**src/rtl/k16_io_input_filter.sv**
```systemverilog
// Debounce and edge-capture filter for the two 16-bit K16 scanner input words, with a small
// CPU register port and level interrupt. Optional build macro: K16_IO_FALL_EDGE_EN.
module k16_io_input_filter #(
  parameter int unsigned SAMPLE_DIV = 256
) (
  input  logic        clk,
  input  logic        reset,
  input  logic [2:0]  select,
  input  logic [15:0] cpuInput0,
  input  logic [15:0] cpuInput1,
  input  logic [2:0]  addr,
  input  logic        wr,
  input  logic [15:0] wdata,
  output logic [15:0] rdata,
  output logic        irq
);

  localparam logic [15:0] CntMax = 16'(SAMPLE_DIV - 1);

  logic [15:0] frame_cnt_q, frame_cnt_d;
  logic        frame_tick, sample_tick;

  logic [31:0] raw, agree;
  logic [31:0] h0_q, h0_d, h1_q, h1_d;
  logic [31:0] stable_q, stable_d;
  logic [31:0] edge_set, pend_clr;
  logic [31:0] pend_q, pend_d;
  logic [31:0] mask_q, mask_d;
  logic [15:0] rdata_q, rdata_d;
  logic        irq_q, irq_d;

  assign frame_tick  = (select == 3'd0);
  assign sample_tick = frame_tick && (frame_cnt_q == CntMax);

  always_comb begin
    frame_cnt_d = frame_cnt_q;
    if (frame_tick) begin
      frame_cnt_d = sample_tick ? 16'd0 : frame_cnt_q + 16'd1;
    end
  end

  assign raw = {cpuInput1, cpuInput0};

  // A bit is accepted only when the new sample matches both history samples.
  assign agree = ~(raw ^ h0_q) & ~(raw ^ h1_q);

  always_comb begin
    stable_d = stable_q;
    h0_d     = h0_q;
    h1_d     = h1_q;
    if (sample_tick) begin
      stable_d = (agree & raw) | (~agree & stable_q);
      h1_d     = h0_q;
      h0_d     = raw;
    end
  end

`ifdef K16_IO_FALL_EDGE_EN
  assign edge_set = stable_d ^ stable_q;
`else
  assign edge_set = stable_d & ~stable_q;
`endif

  always_comb begin
    pend_clr = '0;
    mask_d   = mask_q;
    if (wr) begin
      case (addr)
        3'd2:    pend_clr[15:0]  = wdata;
        3'd3:    pend_clr[31:16] = wdata;
        3'd4:    mask_d[15:0]    = wdata;
        3'd5:    mask_d[31:16]   = wdata;
        default: ;
      endcase
    end
  end

  // Set has priority over a same-cycle write-1-to-clear.
  assign pend_d = (pend_q & ~pend_clr) | edge_set;

  // Reads sample pre-write, pre-update state.
  always_comb begin
    case (addr)
      3'd0:    rdata_d = stable_q[15:0];
      3'd1:    rdata_d = stable_q[31:16];
      3'd2:    rdata_d = pend_q[15:0];
      3'd3:    rdata_d = pend_q[31:16];
      3'd4:    rdata_d = mask_q[15:0];
      3'd5:    rdata_d = mask_q[31:16];
      default: rdata_d = 16'd0;
    endcase
  end

  assign irq_d = |(pend_q & mask_q);

  always_ff @(posedge clk) begin
    if (reset) begin
      frame_cnt_q <= '0;
      h0_q        <= '0;
      h1_q        <= '0;
      stable_q    <= '0;
      pend_q      <= '0;
      mask_q      <= '0;
      rdata_q     <= '0;
      irq_q       <= 1'b0;
    end else begin
      frame_cnt_q <= frame_cnt_d;
      h0_q        <= h0_d;
      h1_q        <= h1_d;
      stable_q    <= stable_d;
      pend_q      <= pend_d;
      mask_q      <= mask_d;
      rdata_q     <= rdata_d;
      irq_q       <= irq_d;
    end
  end

  assign rdata = rdata_q;
  assign irq   = irq_q;

endmodule
```
**config.mk**
```make
export PLATFORM = sky130hd
export DESIGN_NAME = k16_io_input_filter
export DESIGN_NICKNAME = d
export VERILOG_FILES = /design/src/rtl/k16_io_input_filter.sv
export SDC_FILE = /design/constraint.sdc
export NUM_CORES = 1
export LEC_CHECK = 0
export ABC_AREA = 1
export CAP_MARGIN = 20
export CORE_ASPECT_RATIO = 0.7
export CORE_UTILIZATION = 35
export DETAILED_ROUTE_END_ITERATION = 10
export PLACE_DENSITY = 0.63
export SLEW_MARGIN = 20
export SYNTH_ARGS = -nofsm -noshare
export SYNTH_HDL_FRONTEND = slang
export SYNTH_SLANG_ARGS = --single-unit
export TNS_END_PERCENT = 100
```
**constraint.sdc**
```tcl
create_clock -name clk -period 1.69 [get_ports clk]
set_input_delay 0.338 -clock clk [delete_from_list [all_inputs] [get_ports clk]]
set_output_delay 0.338 -clock clk [all_outputs]
set_load 0.005 [all_outputs]
```
# Yosys cells after proc, flatten, opt, wreduce, memory -nomap -nowiden
# Cells that the tools add are included.
# op_classes
muxes	6
reduce_logical	6
eq_ne	6
bitwise_logic	15
addsub	1
# ops
cell	count
AND 32 bit	6
inverter 32 bit	5
case mux 16 bit (6 select lines)	1
two-way mux 32 bit	2
bitwise OR 32 bit	2
XOR 32 bit	2
two-way mux 16 bit	3
OR reduction 32 bit	1
adder 16 x 1 -> 16 bit, second input constant	1
== test 16 x 8 -> 1 bit, second input constant	1
== test 3 x 2 -> 1 bit, second input constant	2
== test 3 bit, second input constant	2
logical NOT 3 bit	2
AND reduction 2 bit	2
== test 3 x 1 -> 1 bit, second input constant	1
logical AND 1 bit	1
# word_totals
output_inout_bits	17
input_bits	57
reg_bits	193

# Depth between registers and ports, before layout
# logic_depth
depth_word	9
mapped_depth	10

# Least setup slack after synthesis
# No wires, ideal clock.
# synth_path
path_type	register -> register
startpoint	register frame_cnt_q[0]
endpoint	register h1_q[0]
required_time_ns	1.577
period_less_slack_ns	1.552
path_slack_ns	0.138
path_buffers	2
setup_time_ns	0.113
t_arrival_ns	1.439
path_stages_with_launch	11
path_cell_list	dfxtp_1 > ha_1 > nand2_1 > inv_1 > nand3_1 > nor2_2 > nand2_2 > buf_6 > buf_6 > nor2_1 > nor2_1
# synth_between
elab_chain_cells	2
# synth_rtl
item	line	text
start, declared	20	logic [15:0] frame_cnt_q, frame_cnt_d;
start signal, assigned	107	frame_cnt_q <= frame_cnt_d;
== test 16 x 8 -> 1 bit	33	assign sample_tick = frame_tick && (frame_cnt_q == CntMax);
logical AND 1 bit	33	
end signal, assigned	100	h1_q <= '0;
end signal, assigned	109	h1_q <= h1_d;
end, declared	24	logic [31:0] h0_q, h0_d, h1_q, h1_d;
# No other way between the ends.
# A chain may end at the register's enable or synchronous reset.

# Final worst setup path
# layout_path
startpoint	input addr[1]
endpoint	register rdata_q[8], in the netlist rdata[8]
# layout_between
elab_chain_cells	2
# layout_rtl
item	line	text
start, declared	11	input logic [2:0] addr,
== test 3 bit (tied with other cells)	83	case (addr)
case mux 16 bit (6 select lines) *	83	
end signal, assigned	113	rdata_q <= rdata_d;
end, declared	29	logic [15:0] rdata_q, rdata_d;
# Mark *: on every way between the ends. The rest lies on a longest branch, timed or not.

==> flow_summary.yaml <==
logic_synthesis:
  async_flop_share_pct: 0
  synth_area_mm2: 0.00898
  yosys.cell_count.top_type: "nand2_1"
  synthTopCellsByCount: "425 x nand2_1, 206 x nor2_1, 193 x dfxtp_1, 168 x inv_1, 120 x o21ai_0"
  ys.flop_type: "dfxtp_1"
  yosys.area.top_type: "dfxtp_1"
  syn_inst: 1402
  ys_types: 25
  synth_edf_count: 0
  synth_warnings: 0
  synth.ff_latch_count: 193
  yosysSeqAreaShare_pct: 43.0
  syn_nets: 1460
  synth_area_per_cell_um2: 6.41
  synth_area_leaders: "dfxtp_1 43%, nand2_1 18%, nor2_1 8.6%"
  synth_top_area_share_pct: 43.0
power_and_ir_drop:
  p_leak_nw: 5.21
  power_density_mw_per_mm2: 803
  ir_drop_mv: 0.676
placement:
  io_buffers: 73
  gp_congestion: 0.903
  dpl.hpwl_um: 19600
worst_setup_path:
  worst-setup-path-type: "in2reg"
  arrival_ps: 1980
  crit_family: "buffers and inverters"
  worstPathMaxFanout: 27
  cp_cell_sequence: "clkdlybuf4s50_1 > inv_1 > nor3_4 > buf_12 > buf_4 > nand2_1 > o21ai_0 > nor2_1 > a21oi_2"
  critPathLaunchType: "input port"
  end_kind: "register"
  cp.buffers_inverters: 4
  max_stage_delay_ps: 550
  cp_slowest_cell: "clkdlybuf4s50_1"
  cp.required_ps: 2030
final_layout:
  ff_latch_area_mm2: 0.00387
  nets: 1592
  antennaDiodeCount: 0
  fill_cells: 2464
  drive_gt1_share_pct: 11.0
  multi_input_area_mm2: 0.00436
  area.growth.synth_to_final_pct: 30.7
grt:
  grt_max_degree: 55
  grt_pass1_vias: 7982
  grt.total_usage_pct: 21.0
  grt_pass1_wl_um: 43200
  antenna_found_initial: 0
  grt-ovfl-total: 0
routing:
  drtPass1Iterations: 9
  ant_nets: 0
  drcViolationCount: 5
  routedWlPerCell_um: 15.2
  vias_per_cell: 4.90
  num_vias: 9178
  wl_um: 28400
  drt_iter0_markers: 884
sta:
  finalHoldViolations: 0
  period_minus_slack_ps: 1640
  fin_skew_ps: 11.6
  relSlewSlack_pct: 72.6
  hold_ws_ps: 437
  fin_setup_tns_ps: 0
  post-route-period-util_pct: 96.8
  slew_viol_final: 0
  final-setup-viol-count: 0
  tightest_slew_ps: 411
  clock.fmax_mhz: 611
floorplanning:
  fp-row-count: 48
  core_area_mm2: 0.0249
  io_pins: 74
  fp.dieH_um: 136
  initial_core_util_pct: 36.0
  die-area_mm2: 0.0263
  die_x_um: 193
clock_network:
  cts_inserted_buffers: 17
  clock-sinks: 193
  h-tree-depth: 4
  insertion_delay_ps: 440
  root_buffer: "clkbuf_16"
  cts_tree: "built"
  cts_max_path_buffers: 2
  clk_pin_slew_ps: 70
outcome:
  violations: "DRC"
  status: "finished with violations"
run:
  drv_cap: 0
hold_path:
  worst_hold_path_type: "in2reg"
==> timing repair <==
item                       4_1_cts  5_1_grt
hold buffers                     0        0
setup buffers                    0        2
gates cloned                     0       10
pin swaps                        1        9
resized for setup                6       42
setup endpoints to repair       67      102
==> placed cells by master (no fill, tap or decap), drive strengths merged <==
cell / instances
nand2: 430
nor2: 209
dfxtp: 193
inv: 175
o21ai: 143
nand3: 97
buf: 93
a21oi: 79
clkdlybuf4s50: 71
clkbuf: 27
nand4: 6
o22ai: 6
nor3: 6
xor2: 2
clkinvlp: 2
bufinv: 2
clkinv: 2
xnor2: 1
a211oi: 1
ha: 1
dlymetal6s2s: 1
==> through the flow <==
| step | cells | setup slack (ps) | power, mW | utilization, % | area [um2] |
|---|---|---|---|---|---|
| 2_1_floorplan | 1402 | 138 | 4.87 | - | 8980 |
| 3_3_place_gp | 1828 | -410 | 5.27 | 42.9 | 10700 |
| 3_5_place_dp | 1828 | -377 | 5.27 | 42.9 | 10700 |
| 4_1_cts | 1860 | 38.1 | 9.48 | 45.5 | 11300 |
| 5_1_grt | 1872 | -33.4 | 9.75 | 47.1 | 11700 |
| 6_report | 1872 | 53.7 | 9.43 | 47.1 | 11700 |
==> flip-flops by register name (all words and copies together), names as in the netlist <==
| register | flops |
|---|---|
| mask_q | 32 |
| stable_q | 32 |
| h0_q | 32 |
| pend_q | 32 |
| irq | 1 |
| frame_cnt_q | 16 |
| rdata | 16 |
| h1_q | 32 |
==> logic make-up (layout without fill, tap and decap cells) <==
logic type	count (synthesis)	in the layout	synth area share [%]
adder cells (fa/ha/maj)	1	1	0.139
flip-flops	193	193	43.0
AND/OR/NAND/NOR	746	748	33.1
buffers and inverters	230	373	10.5
AO/OA/AOI/OAI	229	229	12.9
XOR/XNOR	3	3	0.293
==> worst min-delay path, cell delays in order <==
cell     delay [ps]
buf_2           130
buf_12          190
nand3_1         110
a21oi_1          60
==> layer usage <==
| metal | vias up | global-route usage [%] | wire length (um) |
|---|---|---|---|
| met4 | 0 | 5.87 | 381 |
| li1 | 4641 | - | - |
| met2 | 338 | 29.1 | 11300 |
| met5 | - | 0 | 0 |
| met3 | 30 | 4.44 | 2360 |
| met1 | 4169 | 31.9 | 14300 |
==> power by group <==
group          leakage, nW  switching (mW)  internal (mW)
sequential            1.56          0.0146           4.57
combinational         3.36           0.332          0.269
clock                0.296            1.91           2.34
==> area by class of cell <==
type / count / area share, %
flip-flops and latches: 193 / 33.0
clock inverters: 12 / 1.23
clock buffers: 20 / 3.98
inverters: 169 / 5.43
well taps: 325 / 3.46
repair buffers: 172 / 15.8
multi-input cells: 981 / 37.1
==> path summary, 6_finish.rpt <==
path                                      from    endpoint  slack [ps]  cells after the start
worst min-delay path                        wr  mask_q[14]         440                      4
worst max register to register  frame_cnt_q[1]    h1_q[13]          90                     10
worst max-delay path                   addr[1]    rdata[8]          50                      9
worst min register to register    stable_q[28]  pend_q[28]         450                      1
(Power assumes the default switching activity.)
